<file path="config.mk">
export PLATFORM = sky130hd
export DESIGN_NAME = bcd_seven_seg_scanner
export DESIGN_NICKNAME = d
export VERILOG_FILES = /design/src/rtl/bcd_seven_seg_scanner.sv
export SDC_FILE = /design/constraint.sdc
export NUM_CORES = 1
export LEC_CHECK = 0
export ABC_AREA = 1
export BUFFER_PORTS_ARGS = -buffer_cell sky130_fd_sc_hd__buf_2
export CAP_MARGIN = 20
export CORE_ASPECT_RATIO = 1.4
export CORE_MARGIN = 1.5
export CORE_UTILIZATION = 57
export DETAILED_ROUTE_END_ITERATION = 16
export PLACE_DENSITY_LB_ADDON = 0.3
export SKIP_LAST_GASP = 1
export SLEW_MARGIN = 20
export SYNTH_ARGS = -nofsm -noshare
export SYNTH_HDL_FRONTEND = slang
export SYNTH_SLANG_ARGS = --single-unit
</file>
<file path="constraint.sdc">
create_clock -name Clk -period 2 [get_ports Clk]
set_clock_uncertainty 0.15 [all_clocks]
set_input_delay 0.3 -clock Clk [delete_from_list [all_inputs] [get_ports Clk]]
set_output_delay 0.3 -clock Clk [all_outputs]
set_load 0.01 [all_outputs]
</file>
<file path="src/rtl/bcd_seven_seg_scanner.sv">
// ---------------------------------------------------------------------------
// bcd_seven_seg_scanner
//
// Purpose:
//   Drives a time-multiplexed, common-anode, nine-digit seven-segment display
//   from the nine BCD digits of the binary-to-BCD converter. A load strobe
//   captures the digits into shadow registers together with a leading-zero
//   blanking mask. From then on the digits are scanned one at a time, with a
//   dwell of PRESCALE clock cycles on each digit.
//
// Parameters:
//   PRESCALE      clock cycles per digit slot (>= 2)
//   CNT_W         prescale counter width (2**CNT_W >= PRESCALE)
//
// Ports:
//   Clk           system clock, rising edge
//   Reset         synchronous active-high reset, overrides load
//   load          one-cycle capture strobe for BCD0..BCD8
//   BCD0..BCD8    BCD digits, BCD0 least significant
//   an[8:0]       anode enables, active low, at most one low
//   seg[6:0]      segments {g,f,e,d,c,b,a}, active low
//   active        high while scanning
//   digit_strobe  one-cycle pulse after the edge that advances the digit
// ---------------------------------------------------------------------------
module bcd_seven_seg_scanner #(
    parameter int PRESCALE = 50000,
    parameter int CNT_W    = 16
) (
    input  logic       Clk,
    input  logic       Reset,
    input  logic       load,
    input  logic [3:0] BCD0,
    input  logic [3:0] BCD1,
    input  logic [3:0] BCD2,
    input  logic [3:0] BCD3,
    input  logic [3:0] BCD4,
    input  logic [3:0] BCD5,
    input  logic [3:0] BCD6,
    input  logic [3:0] BCD7,
    input  logic [3:0] BCD8,
    output logic [8:0] an,
    output logic [6:0] seg,
    output logic       active,
    output logic       digit_strobe
);

    typedef enum logic {
        IDLE = 1'b0,
        SCAN = 1'b1
    } state_t;

    state_t           state;
    state_t           next_state;

    logic [3:0]       bcd_in [9];
    logic [3:0]       shadow [9];
    logic [8:0]       blank;
    logic [8:0]       blank_next;
    logic [CNT_W-1:0] cnt;
    logic [3:0]       sel;
    logic             wrap;

    assign bcd_in[0] = BCD0;
    assign bcd_in[1] = BCD1;
    assign bcd_in[2] = BCD2;
    assign bcd_in[3] = BCD3;
    assign bcd_in[4] = BCD4;
    assign bcd_in[5] = BCD5;
    assign bcd_in[6] = BCD6;
    assign bcd_in[7] = BCD7;
    assign bcd_in[8] = BCD8;

    // Active-low segment patterns {g..a}; non-BCD codes show a dash.
    function automatic logic [6:0] decode(input logic [3:0] v);
        case (v)
            4'd0:    decode = 7'h40;
            4'd1:    decode = 7'h79;
            4'd2:    decode = 7'h24;
            4'd3:    decode = 7'h30;
            4'd4:    decode = 7'h19;
            4'd5:    decode = 7'h12;
            4'd6:    decode = 7'h02;
            4'd7:    decode = 7'h78;
            4'd8:    decode = 7'h00;
            4'd9:    decode = 7'h10;
            default: decode = 7'h3F;
        endcase
    endfunction

    // Leading-zero mask: walk down from the top digit; a digit is blanked
    // while nothing at or above it is nonzero. Digit 0 always stays lit.
    always_comb begin
        logic seen_nonzero;
        seen_nonzero = 1'b0;
        blank_next   = '0;
        for (int i = 8; i >= 1; i--) begin
            seen_nonzero  = seen_nonzero | (bcd_in[i] != 4'd0);
            blank_next[i] = ~seen_nonzero;
        end
    end

    assign wrap = (state == SCAN) && (cnt == CNT_W'(PRESCALE - 1));

    // State register.
    always_ff @(posedge Clk) begin
        if (Reset) begin
            state <= IDLE;
        end else begin
            state <= next_state;
        end
    end

    // Next-state logic: a load leaves IDLE; SCAN only ends on reset.
    always_comb begin
        next_state = state;
        if (state == IDLE && load) begin
            next_state = SCAN;
        end
    end

    // Moore output.
    always_comb begin
        active = (state == SCAN);
    end

    // Capture path. A load in SCAN replaces the data without touching the
    // scan position, so the display cadence continues uninterrupted.
    always_ff @(posedge Clk) begin
        if (Reset) begin
            for (int i = 0; i < 9; i++) begin
                shadow[i] <= 4'd0;
            end
            blank <= '0;
        end else if (load) begin
            for (int i = 0; i < 9; i++) begin
                shadow[i] <= bcd_in[i];
            end
            blank <= blank_next;
        end
    end

    // Dwell counter and digit select. Both sit at zero outside SCAN, so the
    // scan always starts on digit 0 with a full dwell.
    always_ff @(posedge Clk) begin
        if (Reset) begin
            cnt          <= '0;
            sel          <= 4'd0;
            digit_strobe <= 1'b0;
        end else if (state == SCAN) begin
            digit_strobe <= wrap;
            if (wrap) begin
                cnt <= '0;
                sel <= (sel == 4'd8) ? 4'd0 : sel + 4'd1;
            end else begin
                cnt <= cnt + 1'b1;
            end
        end else begin
            cnt          <= '0;
            sel          <= 4'd0;
            digit_strobe <= 1'b0;
        end
    end

    // Registered display drive. Computing an and seg together from the
    // current select and shadow gives a single glitch-free update per edge.
    always_ff @(posedge Clk) begin
        if (Reset) begin
            an  <= 9'h1FF;
            seg <= 7'h7F;
        end else if (state == SCAN && !blank[sel]) begin
            an  <= ~(9'b1 << sel);
            seg <= decode(shadow[sel]);
        end else begin
            an  <= 9'h1FF;
            seg <= 7'h7F;
        end
    end

endmodule

</file>
==> results by group, run 1 <==
CTS
  – CTS tree: built
  – Clk sink count: 86
  – CTS H-tree depth: 3
  – Worst skew pair latency: 350 ps
  – Root Driver: clkbuf_8
  – Reg clk slew, reported paths: about 80 ps
  – Hold Buf Count CTS: 0
  – Total CTS buffers: 9
  – CTS Buffer Depth: 2

Die
  – Die Span Y: approximately 100 um
  – Initial Utilization: 0.587
  – Core ar.: 6940 um2
  – Die footprint: approximately 7700 um2
  – Chip width: 74.4 um
  – # IOs: 57
  – Row Count: 36

Min path
  – Source of the worst hold timing path: BCD3[2]
  – Worst hold path type: in -> reg

Worst setup path
  – Slowest cell on the critical path: dfxtp_4
  – Crit path kind: reg -> reg
  – Critical Path AT: 1980 ps
  – WP data required: between 2000 and 2500 ps
  – Crit path max fanout: 9
  – Startpoint Class: register
  – Crit path top cell by count: nand3_1
  – CP max stage delay: roughly 380 ps
  – Cell Chain, Critical Path: buf_6, nor2_1, nor2_1, o21ai_0, nand3_1, nand3_2, nand2_2, inv_1, ha_1, inv_1, nand3_2, nand3_1, nand3_1
  – CP endpoint kind: register

Global routing
  – Global routing usage on met3: 0.0499
  – GRT busiest layer: met2
  – First-pass GRT wire length: 13600 um
  – Largest net degree at the start of global routing: 39
  – Vias in the first global route: around 3.2k
  – GRT met1 Usage: 0.240
  – Gr usage total: 0.237
  – Met2 Resource Use GR: 0.445
  – Initial antenna violation count: 0
  – GR Overflow Total: 0

Power and ir drop
  – Pwr Total: around 3300 uW
  – Maximum vdd ir drop: approximately 0.00052 V
  – Pleak: ~0.0021 uW
  – Pwr/cell area: about 710 nW/um2

Route
  – DR vias/cell: slightly above 5
  – First-pass DRT Iterations: 4
  – DRC: 0
  – DRT Wirelength: 8430 um
  – Vias: approximately 3.3k
  – 1st-iter DRT viols: 272
  – Drt wl/cell: approximately 13 um
  – Post-route ant nets: 0

Timing
  – Fin Hold WS: between 80 and 90 ps
  – Fmax: approximately 0.53 GHz
  – Setup TNS: 0 ps
  – Final period utilization: 0.947
  – Final setup vio count: 0
  – Slew margin rel.: 0.695
  – Fin. max-slew vios: 0
  – Min cycle time layout: between 1500 and 2000 ps
  – Fin. Hold Viols: 0
  – Slew @ Worst Pin: about 450 ps

Cells and area
  – Nets: 606
  – Share of cells above drive strength 1: 0.218
  – Final instance area: approximately 4700 um2
  – Most common cell after layout, fill and taps aside: nand2_1
  – Inserted Diodes: 0
  – Area grow syn2layout: 14.8%
  – Fill cells: 612
  – Commonest non-fill, non-tap cells in the layout: 84 x nand2_1, 83 x inv_1, 68 x nor2_1

Yosys
  – Proportion of netlist area held by the largest area contributor: 0.266
  – Sequential fraction of the synthesis area: 0.511
  – Syn. warnings: 0
  – Post-Syn Nets: 538
  – Cell variety after synth: 38
  – Most common flop cell mapped by yosys: dfxtp_1
  – Cells after Synth: 487
  – Post-Syn Area: just over 4000 um2
  – Dominant cell type by area after synthesis: edfxtp_1
  – FF+latch count, synth: 86
  – EDFF count, synth: 36
  – Synth area leaders: edfxtp_1 27%, dfxtp_1 25%, inv_1 7.7%
  – Share of flip-flops with an asynchronous set or reset: 0
  – Syn_area_per_cell: ~8.4 um2

Place
  – Port bufs: 56
  – Placed Instance Area: ~4500 um2
  – DP HPWL: ~6200 um
  – Gpl congestion: about 0.89

Job
  – Max cap viols: 0

Status
  – Status: finished, final reports clean
## cell usage after synthesis (3+ instances only)
cell / number
inv_2: 9
nand3_2: 5
nand3_1: 51
nor2_2: 3
nor3_2: 4
edfxtp_1: 36
nand2_1: 84
a21oi_1: 12
nand4_1: 11
nor3_1: 4
nand2_2: 5
a21oi_2: 4
ha_1: 12
dfxtp_1: 50
buf_6: 4
nor2_1: 68
o21ai_0: 15
inv_1: 84
## per-stage QoR
step	setup slack, ps	cells	util
2_1_floorplan	255	487	-
3_3_place_gp	159	638	0.644
3_5_place_dp	45.1	638	0.644
4_1_cts	52.9	655	0.671
5_1_grt	-8.91	655	0.674
6_report	106	655	0.674
## repair_timing
item                                    in CTS  in global routing
gates resized for setup                      0                  8
endpoints found under the setup margin       2                  4
pin swaps                                    1                  0
buffers inserted                             1                  0
## flip-flops by register name, summed over array words and instances, names as in the netlist, named ones only
signal / cells
cnt: 16
shadow: 36
seg: 7
an: 9
blank: 8
digit_strobe: 1
active: 1
sel: 4
## area by class of cell
| cell class | instances | area, um2 | share of cell area |
|---|---|---|---|
| repair buffers | 66 | 375 | 0.0803 |
| inverters | 93 | 349 | 0.0747 |
| clock inverters | 4 | 20.0 | 0.00428 |
| well taps | 95 | 119 | 0.0254 |
| multi-input cells | 299 | 1570 | 0.336 |
| flip-flops and latches | 86 | 2090 | 0.446 |
| clock buffers | 12 | 156 | 0.0335 |
## critical path: cells and delay by family (launching register included)
family	cells	cell delay, ps
flip-flops	1	380
AO/OA/AOI/OAI	1	100
AND/OR/NAND/NOR	8	670
buffers and inverters	3	300
adder cells (fa/ha/maj)	1	200
## layer usage
metal	part of all wire	vias to the layer above
li1	-	1691
met4	0.032	0
met2	0.54	87
met5	0	-
met1	0.39	1493
met3	0.043	22
## worst paths after layout
kind | end | slack [ps] | cells after the start
setup / recovery | seg[0]$_SDFF_PP1_ | 110 | 13
hold reg to reg | cnt[0]$_SDFF_PP0_ | 300 | 1
setup reg to reg | seg[0]$_SDFF_PP1_ | 110 | 13
hold / removal | blank[3]$_SDFFE_PP0P_ | 90 | 4
## kinds of logic after synthesis
group / count (synthesis) / synth area share
buf+inv: 102 / 0.106
simple gates: 248 / 0.288
fa+ha+maj: 12 / 0.0369
compound gates: 38 / 0.0562
flops: 86 / 0.511
xor+xnor: 1 / 0.00215
## where the power goes
part	internal, uW	switching (uW)
Clock	519	580
Combinational	103	179
Sequential	1900	24.3
No activity file was read; power rests on OpenSTA's default activity.
==> run 2, diff against run 1 <==
--- a/config.mk
+++ b/config.mk
@@ -8,10 +8,10 @@
 export ABC_AREA = 1
 export BUFFER_PORTS_ARGS = -buffer_cell sky130_fd_sc_hd__buf_2
 export CAP_MARGIN = 20
-export CORE_ASPECT_RATIO = 1.4
 export CORE_MARGIN = 1.5
 export CORE_UTILIZATION = 57
 export DETAILED_ROUTE_END_ITERATION = 16
+export GPL_ROUTABILITY_DRIVEN = 1
 export PLACE_DENSITY_LB_ADDON = 0.3
 export SKIP_LAST_GASP = 1
 export SLEW_MARGIN = 20
==> run 2 against run 1 <==
Compared with the run above: register-to-register slack got worse by 20 ps; first-iteration DRC count fell by 2.2%; maximum frequency fell by 0.97%; final cell count rose by 0.15%; highest routed layer unchanged.
==> results by group, run 2 (synthesis results as in run 1) <==
CTS
  – Total CTS buffers: 9 (unchanged)
  – Clk sink count: 86 (unchanged)
  – CTS H-tree depth: 3 (unchanged)
  – Reg clk slew, reported paths: 90 ps (about the same)
  – Hold Buf Count CTS: 0 (unchanged)
  – Root Driver: clkbuf_8
  – CTS Buffer Depth: 2 (unchanged)
  – Worst skew pair latency: 340 ps (about the same)
  – CTS tree: built

Global routing
  – GR Overflow Total: 0 (unchanged)
  – First-pass GRT wire length: 14000 um (+2.9%)
  – Vias in the first global route: 3205 (-0.43%)
  – Largest net degree at the start of global routing: 39 (unchanged)
  – Initial antenna violation count: 0 (unchanged)
  – Gr usage total: 0.236 (-0.000653)

Cells and area
  – Nets: 606 (unchanged)
  – Area grow syn2layout: 16.0%
  – Max FFs per register: 36 (unchanged)
  – Largest Register: shadow
  – Biggest regs: shadow: 36 flops, cnt: 16 flops, an: 9 flops
  – Commonest non-fill, non-tap cells in the layout: 84 x nand2_1, 82 x inv_1, 68 x nor2_1
  – Fill cells: 572 (-6.5%)
  – Share of cells above drive strength 1: 0.221 (+0.00357)
  – Final instance area: 4720 um2 (+1.0%)
  – Inserted Diodes: 0 (unchanged)
  – Non-Filler Instances: 656 (+0.15%)
  – Most common cell after layout, fill and taps aside: nand2_1

Worst setup path
  – Bufs and invs on worst path: 2 (-1)
  – Critical Path AT: 2000 ps (+20 ps)
  – Startpoint Class: register
  – Cell Chain, Critical Path: buf_2, a21oi_1, o21ai_0, nand3_1, nand3_1, nand2_1, inv_2, ha_1, nand2_1, nand3_1, nand3_1
  – Crit path kind: reg -> reg
  – CP endpoint kind: register
  – Worst reg2reg setup slack: 90 ps (-20 ps)
  – Worst r2r path cells: 11 (-2)
  – Slowest cell on the critical path: dfxtp_2
  – Crit path max fanout: 8 (-1)
  – CP max stage delay: 350 ps (-30 ps)
  – Crit path top cell by count: nand3_1
  – Worst path top cell family by delay: simple AND/OR/NAND/NOR gates
  – RR Endpoint: seg[3]$_SDFF_PP1_
  – WP data required: 2080 ps (about the same)
  – Worst path depth: 11 (-2)

Die
  – # IOs: 57 (unchanged)
  – Die footprint: 7660 um2 (about the same)
  – Chip width: 87.5 um (+18%)
  – Die Span Y: 87.5 um (-15%)
  – Row Count: 30 (-17%)
  – Initial Utilization: 0.596 (+0.00903)
  – Core ar.: 6830 um2 (-1.5%)

Timing
  – Fin. max-slew vios: 0 (unchanged)
  – Fmax: 0.523 GHz (-0.97%)
  – Final period utilization: 0.956 (+0.00923)
  – Worst setup margin: 87.9 ps (-18.5 ps)
  – Min cycle time layout: 1910 ps (+18.5 ps)
  – Slew @ Worst Pin: 526 ps (+72.0 ps)
  – Setup TNS: 0 ps (unchanged)
  – Slew margin rel.: 0.646 (-0.0489)
  – Fin. Hold Viols: 0 (unchanged)
  – Final setup vio count: 0 (unchanged)

Power and ir drop
  – Pwr/cell area: 758 nW/um2 (+7.1%)
  – Pleak: 0.00207 uW (+0.79%)
  – Maximum vdd ir drop: 0.000467 V (-11%)
  – Pwr Total: 3580 uW (+8.1%)

Job
  – Max cap viols: 0 (unchanged)

Min path
  – Worst hold path type: in -> reg
  – WHS Endpoint: shadow[0][0]$_SDFFCE_PN0P_
  – Source of the worst hold timing path: BCD0[0]
  – Hold depth: 3 (-1)

Route
  – 1st-iter DRT viols: 266 (-2.2%)
  – First-pass DRT Iterations: 5 (+1)
  – Vias: 3302 (+0.27%)
  – DRT Wirelength: 8340 um (-1.1%)
  – DRC: 0 (unchanged)
  – DR vias/cell: 5.03 (+0.12%)
  – Post-route ant nets: 0 (unchanged)
  – Drt wl/cell: 12.7 um (-1.2%)

Status
  – Status: finished, final reports clean

Place
  – Gpl congestion: 0.983 (+11%)
  – Dpl ws: 8.19 ps (-36.9 ps)
  – DP HPWL: 6150 um (-1.6%)
  – Placed Instance Area: 4440 um2 (-0.64%)
  – Placed Instances: 635 (-0.47%)
  – Port bufs: 56 (unchanged)
[run 2: what timing repair did]
item,4_1_cts,5_1_grt
endpoints found under the setup margin,1,6
gates resized for setup,1,7
buffers inserted,0,4
gates cloned,0,1
pin swaps,0,1
[run 2: how the worst max path moves through the flow]
stage	slack [ps]	startpoint	end
after CTS	30	register	seg[0]$_SDFF_PP1_
after global routing	-30	register	seg[3]$_SDFF_PP1_
after detailed placement	8	register	seg[0]$_SDFF_PP1_
after global placement	130	register	seg[3]$_SDFF_PP1_
final	90	register	seg[3]$_SDFF_PP1_
after floorplan	250	register	seg[3]$_SDFF_PP1_
[run 2: stage by stage]
step | hold WS, ps | utilization
2_1_floorplan | 267 | -
3_3_place_gp | 277 | 0.650
3_5_place_dp | 291 | 0.650
4_1_cts | 102 | 0.684
5_1_grt | 112 | 0.691
6_report | 111 | 0.691
[run 2: cell type report]
type                       count  area [um2]  share of cell area
sequential                    86        2090               0.442
tap                           96         120              0.0254
multi-input combinational    299        1560               0.330
timing repair buffer          66         369              0.0782
clock inverter                 5        60.1              0.0127
clock buffer                  11         174              0.0368
inverter                      93         353              0.0747
[run 2: power by group]
group,total [uW],internal (uW),switching (uW)
clock network,1370,735,633
registers,1940,1900,30.4
logic,276,102,174
[run 2: layer usage]
layer / vias up / part of all wire / GRT usage
met3: 17 / 0.052 / 0.0474
met4: 0 / 0.020 / 0.0895
met5: - / 0 / 0
met2: 105 / 0.48 / 0.405
met1: 1491 / 0.45 / 0.295
li1: 1689 / - / -
[run 2: worst min-delay path: stages]
cell    delay, ps
buf_2          70
inv_1          30
nor2_1         80
==> run 3, diff against run 2 <==
--- a/config.mk
+++ b/config.mk
@@ -8,6 +8,7 @@
 export ABC_AREA = 1
 export BUFFER_PORTS_ARGS = -buffer_cell sky130_fd_sc_hd__buf_2
 export CAP_MARGIN = 20
+export CORE_ASPECT_RATIO = 1.1
 export CORE_MARGIN = 1.5
 export CORE_UTILIZATION = 57
 export DETAILED_ROUTE_END_ITERATION = 16
==> run 3 against run 2 <==
Compared with the run above: via count decreased by 0.21%; sequential power is essentially flat; highest routed layer unchanged; largest power group unchanged; register-to-register slack about the same; clock power up 6%; count of clock-buffer cells in the layout increased by 3; first-iteration DRC count shrank 42%; final cell count down 1.5%.
==> results by group, run 3 (synthesis results as in run 1) <==
CTS
  – Worst skew pair latency: 360 ps (+20 ps)
  – CTS tree: built
  – Clk sink count: 86 (unchanged)
  – CTS H-tree depth: 3 (unchanged)
  – Total CTS buffers: 9 (unchanged)
  – CTS Buffer Depth: 2 (unchanged)
  – Root Driver: clkbuf_8
  – Reg clk slew, reported paths: 90 ps (about the same)

Route
  – DRC: 0 (unchanged)
  – Vias: 3295 (-0.21%)
  – DR vias/cell: 5.10 (+1.3%)
  – Post-route ant nets: 0 (unchanged)
  – DRT Wirelength: 8300 um (-0.54%)
  – First-pass DRT Iterations: 4 (-1)
  – 1st-iter DRT viols: 155 (-42%)
  – Drt wl/cell: 12.8 um (+1.0%)

Timing
  – Slew @ Worst Pin: 474 ps (-51.8 ps)
  – Final period utilization: 0.957 (about the same)
  – Fmax: 0.523 GHz (about the same)
  – Min cycle time layout: 1910 ps (+0.990 ps)
  – Fin. Hold Viols: 0 (unchanged)
  – Fin Hold WS: 88.1 ps (-22.7 ps)
  – Setup TNS: 0 ps (unchanged)
  – Fin. max-slew vios: 0 (unchanged)
  – Final setup vio count: 0 (unchanged)
  – Slew margin rel.: 0.681 (+0.0349)

Worst setup path
  – Cell Chain, Critical Path: buf_6, nor2_1, nor2_1, o21ai_0, nand3_1, nand3_2, nand2_2, inv_2, ha_1, inv_1, nand3_1, nand3_1, nand3_1
  – WP data required: 2080 ps (about the same)
  – Crit path kind: reg -> reg
  – Bufs and invs on worst path: 3 (+1)
  – Worst path depth: 13 (+2)
  – Startpoint Class: register
  – RR Endpoint: seg[3]$_SDFF_PP1_
  – Crit path max fanout: 6 (-2)
  – CP endpoint kind: register
  – Worst path top cell family by delay: simple AND/OR/NAND/NOR gates
  – CP max stage delay: 370 ps (+20 ps)
  – Slowest cell on the critical path: dfxtp_2
  – Critical Path AT: 2000 ps (about the same)
  – Worst r2r path cells: 13 (+2)
  – Worst reg2reg setup slack: 90 ps (about the same)
  – Crit path top cell by count: nand3_1

Global routing
  – Gr usage total: 0.226 (-0.00998)
  – Vias in the first global route: 3182 (-0.72%)
  – First-pass GRT wire length: 13800 um (-0.94%)
  – Initial antenna violation count: 0 (unchanged)
  – GR Overflow Total: 0 (unchanged)
  – Largest net degree at the start of global routing: 39 (unchanged)

Die
  – Die Span Y: 91.6 um (+4.7%)
  – Chip width: 83.6 um (-4.5%)
  – Die footprint: 7660 um2 (about the same)
  – Initial Utilization: 0.584 (-0.0116)
  – Core ar.: 6970 um2 (+2.0%)
  – # IOs: 57 (unchanged)
  – Row Count: 32 (+6.7%)

Cells and area
  – Register area: 2090 um2 (unchanged)
  – Final Core Density: 0.682 (-0.00946)
  – Area grow syn2layout: 16.7%
  – Biggest regs: shadow: 36 flops, cnt: 16 flops, an: 9 flops
  – Max FFs per register: 36 (unchanged)
  – Commonest non-fill, non-tap cells in the layout: 83 x nand2_1, 82 x inv_1, 68 x nor2_1
  – Inserted Diodes: 0 (unchanged)
  – Share of cells above drive strength 1: 0.228 (+0.00674)
  – Nets: 607 (+0.17%)
  – Most common cell after layout, fill and taps aside: nand2_1
  – Largest Register: shadow
  – Multi-input logic area: 1580 um2 (+1.3%)
  – Fill cells: 583 (+1.9%)

Power and ir drop
  – Combinational fraction of design power: 0.077 (about the same)
  – Maximum vdd ir drop: 0.000448 V (-4.0%)
  – Pleak: 0.00209 uW (+0.77%)
  – Internal: 2810 uW (+2.5%)
  – Reg power frac: 0.528 (-0.013)
  – Part of the power in the clock network: 0.395 (+0.013)
  – Net Sw Power: 848 uW (+1.3%)
  – Pwr Total: 3660 uW (+2.2%)
  – Switch share: 0.232 (-0.00205)
  – Pwr/cell area: 771 nW/um2 (+1.7%)

Min path
  – WHS Endpoint: shadow[0][3]$_SDFFCE_PN0P_
  – Source of the worst hold timing path: BCD0[3]
  – Worst hold path type: in -> reg
  – Hold depth: 3 (unchanged)

Place
  – DP HPWL: 6000 um (-2.5%)
  – Gpl congestion: 0.916 (-6.8%)
  – Port bufs: 56 (unchanged)

Status
  – Status: finished, final reports clean

Job
  – Max cap viols: 0 (unchanged)
==> run 3: worst max path at each step <==
stage | start | to | slack (ps)
2_1_floorplan | register | seg[3]$_SDFF_PP1_ | 250
3_5_place_dp | register | seg[3]$_SDFF_PP1_ | 60
5_1_grt | register | seg[3]$_SDFF_PP1_ | -20
6_report | register | seg[3]$_SDFF_PP1_ | 90
4_1_cts | register | seg[3]$_SDFF_PP1_ | 10
3_3_place_gp | register | seg[0]$_SDFF_PP1_ | 110
==> run 3: final cells by class <==
type	instances	area share
clock buffer	14	0.0501
tap	85	0.0224
inverter	93	0.0740
timing repair buffer	67	0.0774
multi-input combinational	299	0.332
sequential	86	0.439
clock inverter	2	0.00421
==> run 3: power by group through the flow <==
stage | combinational (uW) | clock [uW] | sequential [uW]
detailed placement | 269 | 0 | 1970
CTS | 273 | 1470 | 1930
global placement | 263 | 0 | 1970
finish | 282 | 1450 | 1930
floorplan | 170 | 0 | 1970
global route | 320 | 1530 | 1940
==> run 3: layer usage <==
metal  track usage  vias up  share of wire
met5             0        -              0
met4        0.0984        0          0.018
met3        0.0333       15          0.049
met2         0.395       99           0.49
met1         0.279     1489           0.44
li1              -     1692              -
==> run 3: through the flow <==
stage	instance area (um2)	cells	setup WS (ps)
2_1_floorplan	4070	487	255
3_3_place_gp	4430	626	112
3_5_place_dp	4430	626	60.7
4_1_cts	4690	642	11.3
5_1_grt	4750	646	-24.5
6_report	4750	646	86.9
==> run 3: tightest hold or removal path: cells and delay by family <==
| family | cells | cell delay, ps |
|---|---|---|
| buffers and inverters | 2 | 110 |
| and+or+nand+nor | 1 | 80 |
==> run 3: repair_timing <==
action / 4_1_cts / 5_1_grt
buffers inserted: 0 / 4
gates resized for setup: 1 / 11
pin swaps: 0 / 3
hold buffers: 0 / 0
endpoints found under the setup margin: 2 / 5
